### config.mk
export PLATFORM = sky130hd
export DESIGN_NAME = core_seq
export DESIGN_NICKNAME = d
export VERILOG_FILES = /design/src/rtl/core_inst_pkg.sv /design/src/rtl/core_inst_pack.sv /design/src/rtl/core_seq.sv
export SDC_FILE = /design/constraint.sdc
export NUM_CORES = 1
export LEC_CHECK = 0
export ABC_AREA = 0
export CAP_MARGIN = 20
export CORE_MARGIN = 3
export CORE_UTILIZATION = 58
export DETAILED_ROUTE_END_ITERATION = 16
export PLACE_DENSITY = 0.91
export SYNTH_ARGS = -nofsm -noshare
export SYNTH_HDL_FRONTEND = slang
export SYNTH_HIERARCHICAL = 1
export SYNTH_SLANG_ARGS = --single-unit
### constraint.sdc
create_clock -name clk -period 10.4 [get_ports clk]
set_clock_uncertainty 0.15 [all_clocks]
set_input_delay 1.56 -clock clk [delete_from_list [all_inputs] [get_ports clk]]
set_output_delay 1.56 -clock clk [all_outputs]
set_load 0.005 [all_outputs]
### src/rtl/core_inst_pkg.sv
// core_inst_pkg: instruction bit positions, idle word, sequencer states and field bundle.
package core_inst_pkg;
  localparam int ADDR_W = 11;
  localparam int B_PASS_PSUM = 39;
  localparam int B_RECALL_PSUM = 38;
  localparam int B_L1_WR = 37;
  localparam int B_OUT_STAT = 36;
  localparam int B_REN_PMEM = 35;
  localparam int B_PASSTHRU = 34;
  localparam int B_ACC = 33;
  localparam int B_CEN_PMEM = 32;
  localparam int B_WEN_PMEM = 31;
  localparam int B_A_PMEM = 20;
  localparam int B_CEN_XMEM = 19;
  localparam int B_WEN_XMEM = 18;
  localparam int B_A_XMEM = 7;
  localparam int B_OFIFO_RD = 6;
  localparam int B_IFIFO_WR = 5;
  localparam int B_IFIFO_RD = 4;
  localparam int B_L0_RD = 3;
  localparam int B_L0_WR = 2;
  localparam int B_EXECUTE = 1;
  localparam int B_LOAD = 0;
  localparam logic [63:0] IDLE_INST = 64'h0000_0001_800C_0000;
  typedef enum logic [2:0] {IDLE, W_FETCH, W_LOAD, A_FETCH, EXEC, DRAIN_RD, DRAIN_WR, FIN} state_t;
  typedef struct packed {
    logic cen_x;
    logic [ADDR_W-1:0] a_x;
    logic l0_wr;
    logic load;
    logic l0_rd;
    logic execute;
    logic cen_p;
    logic ren_p;
    logic wen_p;
    logic [ADDR_W-1:0] a_p;
    logic ofifo_rd;
    logic acc;
    logic pass;
  } fields_t;
endpackage

### src/rtl/core_inst_pack.sv
// core_inst_pack: places named fields into the 64-bit core instruction word.
module core_inst_pack
  import core_inst_pkg::*;
(
  input  fields_t     f_i,
  output logic [63:0] inst_o
);
  always_comb begin
    inst_o = IDLE_INST;
    inst_o[B_CEN_XMEM] = f_i.cen_x;
    inst_o[B_A_XMEM +: ADDR_W] = f_i.a_x;
    inst_o[B_L0_WR] = f_i.l0_wr;
    inst_o[B_LOAD] = f_i.load;
    inst_o[B_L0_RD] = f_i.l0_rd;
    inst_o[B_EXECUTE] = f_i.execute;
    inst_o[B_CEN_PMEM] = f_i.cen_p;
    inst_o[B_REN_PMEM] = f_i.ren_p;
    inst_o[B_WEN_PMEM] = f_i.wen_p;
    inst_o[B_A_PMEM +: ADDR_W] = f_i.a_p;
    inst_o[B_OFIFO_RD] = f_i.ofifo_rd;
    inst_o[B_ACC] = f_i.acc;
    inst_o[B_PASSTHRU] = f_i.pass;
  end
endmodule

### src/rtl/core_seq.sv
// core_seq: weight-stationary tile sequencer emitting one registered instruction word per cycle.
module core_seq
  import core_inst_pkg::*;
#(
  parameter int ROW = 8,
  parameter int MAX_ACT = 16
) (
  input  logic              clk,
  input  logic              reset,
  input  logic              start,
  input  logic [ADDR_W-1:0] w_base,
  input  logic [ADDR_W-1:0] a_base,
  input  logic [ADDR_W-1:0] p_base,
  input  logic [4:0]        num_act,
  input  logic              acc_en,
  input  logic              ofifo_valid,
  output logic [63:0]       inst,
  output logic              busy,
  output logic              done
);
  state_t state_q, state_d;
  logic [7:0] cnt_q, cnt_d, last;
  logic [4:0] n_q, n_d, k_q, k_d, n_in;
  logic [ADDR_W-1:0] wb_q, wb_d, ab_q, ab_d, pb_q, pb_d;
  logic acc_q, acc_d, rd_q, rd_d, done_q, fetch_x, wr_p;
  logic [63:0] inst_q, inst_d;
  fields_t f;
  // Everything below is decided from the next state, so the word lands with the state.
  always_comb begin
    n_in = num_act > 5'(MAX_ACT) ? 5'(MAX_ACT) : num_act;
    state_d = state_q;
    cnt_d = '0;
    k_d = k_q;
    n_d = n_q;
    wb_d = wb_q;
    ab_d = ab_q;
    pb_d = pb_q;
    acc_d = acc_q;
    last = state_q == W_FETCH ? 8'(ROW) : state_q == W_LOAD ? 8'(2*ROW-2) :
           state_q == A_FETCH ? 8'(n_q) : 8'(n_q) - 8'd1;
    if (state_q == IDLE) begin
      if (start) begin
        state_d = n_in == '0 ? FIN : W_FETCH;
        n_d = n_in;
        wb_d = w_base;
        ab_d = a_base;
        pb_d = p_base;
        acc_d = acc_en;
      end
    end else if (state_q inside {W_FETCH, W_LOAD, A_FETCH, EXEC}) begin
      if (cnt_q == last) begin
        k_d = '0;
        state_d = state_q == W_FETCH ? W_LOAD : state_q == W_LOAD ? A_FETCH :
                  state_q == A_FETCH ? EXEC : DRAIN_RD;
      end else cnt_d = cnt_q + 8'd1;
    end else if (state_q == DRAIN_RD) begin
      if (rd_q) state_d = DRAIN_WR;
    end else if (state_q == DRAIN_WR) begin
      k_d = k_q + 5'd1;
      state_d = k_d == n_q ? FIN : DRAIN_RD;
    end else state_d = IDLE;
    rd_d = state_d == DRAIN_RD && ofifo_valid;
    wr_p = state_d == DRAIN_WR;
    fetch_x = (state_d == W_FETCH && cnt_d < 8'(ROW)) || (state_d == A_FETCH && cnt_d < 8'(n_d));
    f.cen_x = ~fetch_x;
    f.a_x = fetch_x ? (state_d == W_FETCH ? wb_d : ab_d) + ADDR_W'(cnt_d) : '0;
    f.l0_wr = state_d inside {W_FETCH, A_FETCH} && cnt_d != '0;
    f.load = state_d == W_LOAD;
    f.l0_rd = (state_d == W_LOAD && cnt_d < 8'(ROW)) || state_d == EXEC;
    f.execute = state_d == EXEC;
    f.cen_p = ~(rd_d | wr_p);
    f.ren_p = rd_d;
    f.wen_p = ~wr_p;
    f.a_p = (rd_d | wr_p) ? pb_d + ADDR_W'(k_d) : '0;
    f.ofifo_rd = wr_p;
    f.acc = wr_p & acc_d;
    f.pass = wr_p & ~acc_d;
  end
  core_inst_pack u_pack (.f_i(f), .inst_o(inst_d));
  always_ff @(posedge clk) begin
    if (reset) begin
      state_q <= IDLE;
      cnt_q <= '0;
      n_q <= '0;
      k_q <= '0;
      wb_q <= '0;
      ab_q <= '0;
      pb_q <= '0;
      acc_q <= 1'b0;
      rd_q <= 1'b0;
      done_q <= 1'b0;
      inst_q <= IDLE_INST;
    end else begin
      state_q <= state_d;
      cnt_q <= cnt_d;
      n_q <= n_d;
      k_q <= k_d;
      wb_q <= wb_d;
      ab_q <= ab_d;
      pb_q <= pb_d;
      acc_q <= acc_d;
      rd_q <= rd_d;
      done_q <= state_d == FIN;
      inst_q <= inst_d;
    end
  end
  assign inst = inst_q;
  assign busy = state_q != IDLE;
  assign done = done_q;
endmodule
==> results.cfg <==
[placed_design]
port-buffer-count = 108
gp_congestion = 0.923
dpl_cell_area_sq_um = 6900
dp_hpwl_mm = 9.77
post-place-cells = 873

[drt]
vias_per_cell = 5.53
drt-total-wl_mm = 14.6
post-route-drc-count = 0
vias = 5006
postRouteAntennaNets = 0
drt_iter0_drc = 399
routedWlPerCell_um = 16.1
firstDrtPassIters = 6

[layout]
multiInputGateArea_sq_um = 3150
drive_above_1_share = 0.0802
seq_area_sq_um = 2420
design_area_sq_um = 7570
num_antenna_cells = 0
layoutNonFillerInstCount = 906
area_growth_pct = 23.1
nets = 825
nFillCells = 682
fin_util = 0.754

[power]
seqPwrFrac = 0.383
p_sw_frac = 0.238
total_power_mw = 1.29
irDropWorstVdd_mv = 0.115
p_per_area_nw_per_um2 = 171
p_int_mw = 0.986
p_sw_mw = 0.309
p_leak_nw = 3.03
pwr-share-comb = 0.122
p_clk_frac = 0.495

[clock_network]
ctsRootBufferMaster = clkbuf_8
cts_hold_buf = 0
cts_tree = yes
cts_setup_buffers = 0
clk_pin_slew_ns = 0.06
htree_levels = 4
ctsLongestPathBuffers = 2
cts_sinks = 121
clk_latency_ns = 0.52
cts_resized = 0
numCtsBuffers = 17

[logic_synthesis]
synth_top_area_share = 0.394
yosys.area.top_type = dfxtp_1
syn_avg_cell_area_sq_um = 8.77
synth_area_leaders = dfxtp_1 (39%), buf_4 (8.2%), nor2b_1 (7.8%), nand2_1 (4.3%), a21oi_1 (4.2%)
synth_ff_type = dfxtp_1
async_flop_share = 0
synth_cells = 702
yosysSeqAreaShare = 0.394
ys_warn_count = 6
ys_seq_elements = 121
synth_edf_count = 0
synth_cell_types = 61
syn_area_sq_um = 6150

[job]
max-cap-violations = 0

[timing]
fmax_ghz = 0.154
fin_crit_sh = 0.625
rsz0062_at_grt = false
relSlewSlack = 0.456
slew_viol_final = 0
finalSetupTns_ns = 0
worst_pin_slew_ns = 0.813
setup_viol = 0
finalHoldViolations = 0
period_minus_slack_ns = 6.50

[setup_path]
reg2regPathDepth = 20
rr_endpoint = inst[17]
ff2ff_setup_slack_ns = 4.00
r2r-start = state_q[0]
required_ns = 10.64
crit_fanout = 42
startpoint_type = input port
worstPathArrival_ns = 6.74
endpoint_kind = flip-flop
crit_type = in2reg

[die]
die_area_sq_um = 11900
core-area_sq_um = 10000
ios = 109
rows = 36
dieHeight_um = 109
initial_core_util = 0.613
die_w_um = 109

[worst_hold_path]
min_to = wb_q[10]
hold_path_depth = 2
min_from = wb_q[10]
hp-class = reg2reg

[global_route]
antenna_found_initial = 0
grt-ovfl-total = 0
grt_util_all_layers = 0.258
grt_max_degree = 121
grt_pass1_vias = 5046
grt_pass1_wl_mm = 24.1

[outcome]
status = finished clean
synthesized netlist by cell type (2+ instances only):
cell / number
nand4_1: 3
clkbuf_1: 27
conb_1: 2
a41oi_1: 2
nor2b_1: 77
nor2_1: 58
buf_1: 3
mux4_2: 10
and4_1: 2
nand3_1: 15
dfxtp_1: 121
inv_1: 17
a21o_1: 6
a22oi_1: 4
nand2b_1: 3
or2_2: 5
nand2_1: 70
nor3_1: 17
ha_1: 20
a211oi_1: 6
o21ai_0: 10
fa_1: 2
a31oi_1: 2
and3_1: 5
xor2_1: 11
o22ai_1: 2
mux2i_1: 9
nor3b_1: 5
and2_1: 4
buf_4: 67
o211ai_1: 2
buf_2: 5
o21bai_1: 6
or4_1: 3
a21oi_1: 52
xnor2_1: 22
or3_1: 3
sequential cells by signal, indices dropped and copies added, names as in the netlist:
register / flops
ab_q: 11
acc_q: 1
cnt_q: 8
done: 1
inst: 64
k_q: 5
n_q: 5
pb_q: 11
rd_q: 1
state_q: 3
wb_q: 11
power groups by stage:
stage | logic (mW) | registers [mW] | clock network, mW
floorplan | 0.113 | 0.501 | 0
global placement | 0.145 | 0.505 | 0
detailed placement | 0.151 | 0.506 | 0
CTS | 0.155 | 0.496 | 0.646
global route | 0.174 | 0.498 | 0.669
finish | 0.158 | 0.496 | 0.641
cells in the final DEF (no fill, tap or decap), drive strengths merged, types with 6 or more instances in the layout:
| cell type | count |
|---|---|
| a21oi | 52 |
| clkbuf | 19 |
| nand3 | 15 |
| nor3 | 18 |
| nor2b | 77 |
| mux4 | 10 |
| inv | 21 |
| conb | 31 |
| mux2i | 10 |
| ha | 20 |
| o21bai | 7 |
| a211oi | 6 |
| clkdlybuf4s50 | 107 |
| xnor2 | 22 |
| nor2 | 58 |
| dfxtp | 121 |
| xor2 | 11 |
| o21ai | 10 |
| nand2 | 70 |
| a21o | 6 |
worst max path at each step:
stage	from	to	slack [ns]
CTS	start	inst[17]	3.96
finish	start	inst[17]	3.90
detailed placement	start	inst[17]	3.62
global placement	start	inst[17]	3.92
global route	start	inst[17]	3.62
floorplan	num_act[2]	inst[17]	4.65
critical path, stage by stage:
cell and delay, ns:
clkdlybuf4s50_1 0.44, nand2_1 0.08, buf_4 0.39, nor3_1 0.12, a211oi_1 0.63, and4_1 0.71
mux4_2 0.41, ha_1 0.23, fa_1 0.43, a21oi_1 0.23, o21bai_1 0.15, a21oi_1 0.17
nor2_1 0.06, nor2_1 0.17, o21bai_1 0.09, a21oi_1 0.25, or4b_1 0.17, mux2_1 0.31
nor2b_1 0.13
logic make-up after synthesis:
logic type	after synthesis	synth area share
XOR/XNOR	33	0.0470
multiplexers	22	0.0585
adder cells (fa/ha/maj)	22	0.0472
AO/OA/AOI/OAI	107	0.111
other	2	0.00122
flip-flops	121	0.394
AND/OR/NAND/NOR	276	0.227
buffers and inverters	119	0.114
per-stage QoR:
stage | worst slack [ns] | hold WS [ns]
after floorplan | 4.65 | 0.283
after global placement | 3.92 | 0.289
after detailed placement | 3.62 | 0.296
after CTS | 3.96 | 0.303
after global routing | 3.62 | 0.325
final | 3.90 | 0.304
layer usage:
| metal | up-vias | global-route usage | routed length [um] |
|---|---|---|---|
| li1 | 2377 | - | - |
| met1 | 2390 | 0.294 | 5660 |
| met2 | 197 | 0.459 | 7620 |
| met3 | 42 | 0.0722 | 998 |
| met4 | 0 | 0.0956 | 352 |
| met5 | - | 0 | 0 |
layout make-up:
| cell class | count | share of cell area |
|---|---|---|
| clock buffer | 19 | 0.0570 |
| sequential | 121 | 0.320 |
| timing repair buffer | 112 | 0.149 |
| inverter | 17 | 0.00843 |
| clock inverter | 13 | 0.0284 |
| tap | 133 | 0.0220 |
| multi-input combinational | 491 | 0.415 |
Power figures use the tool's default switching activity.
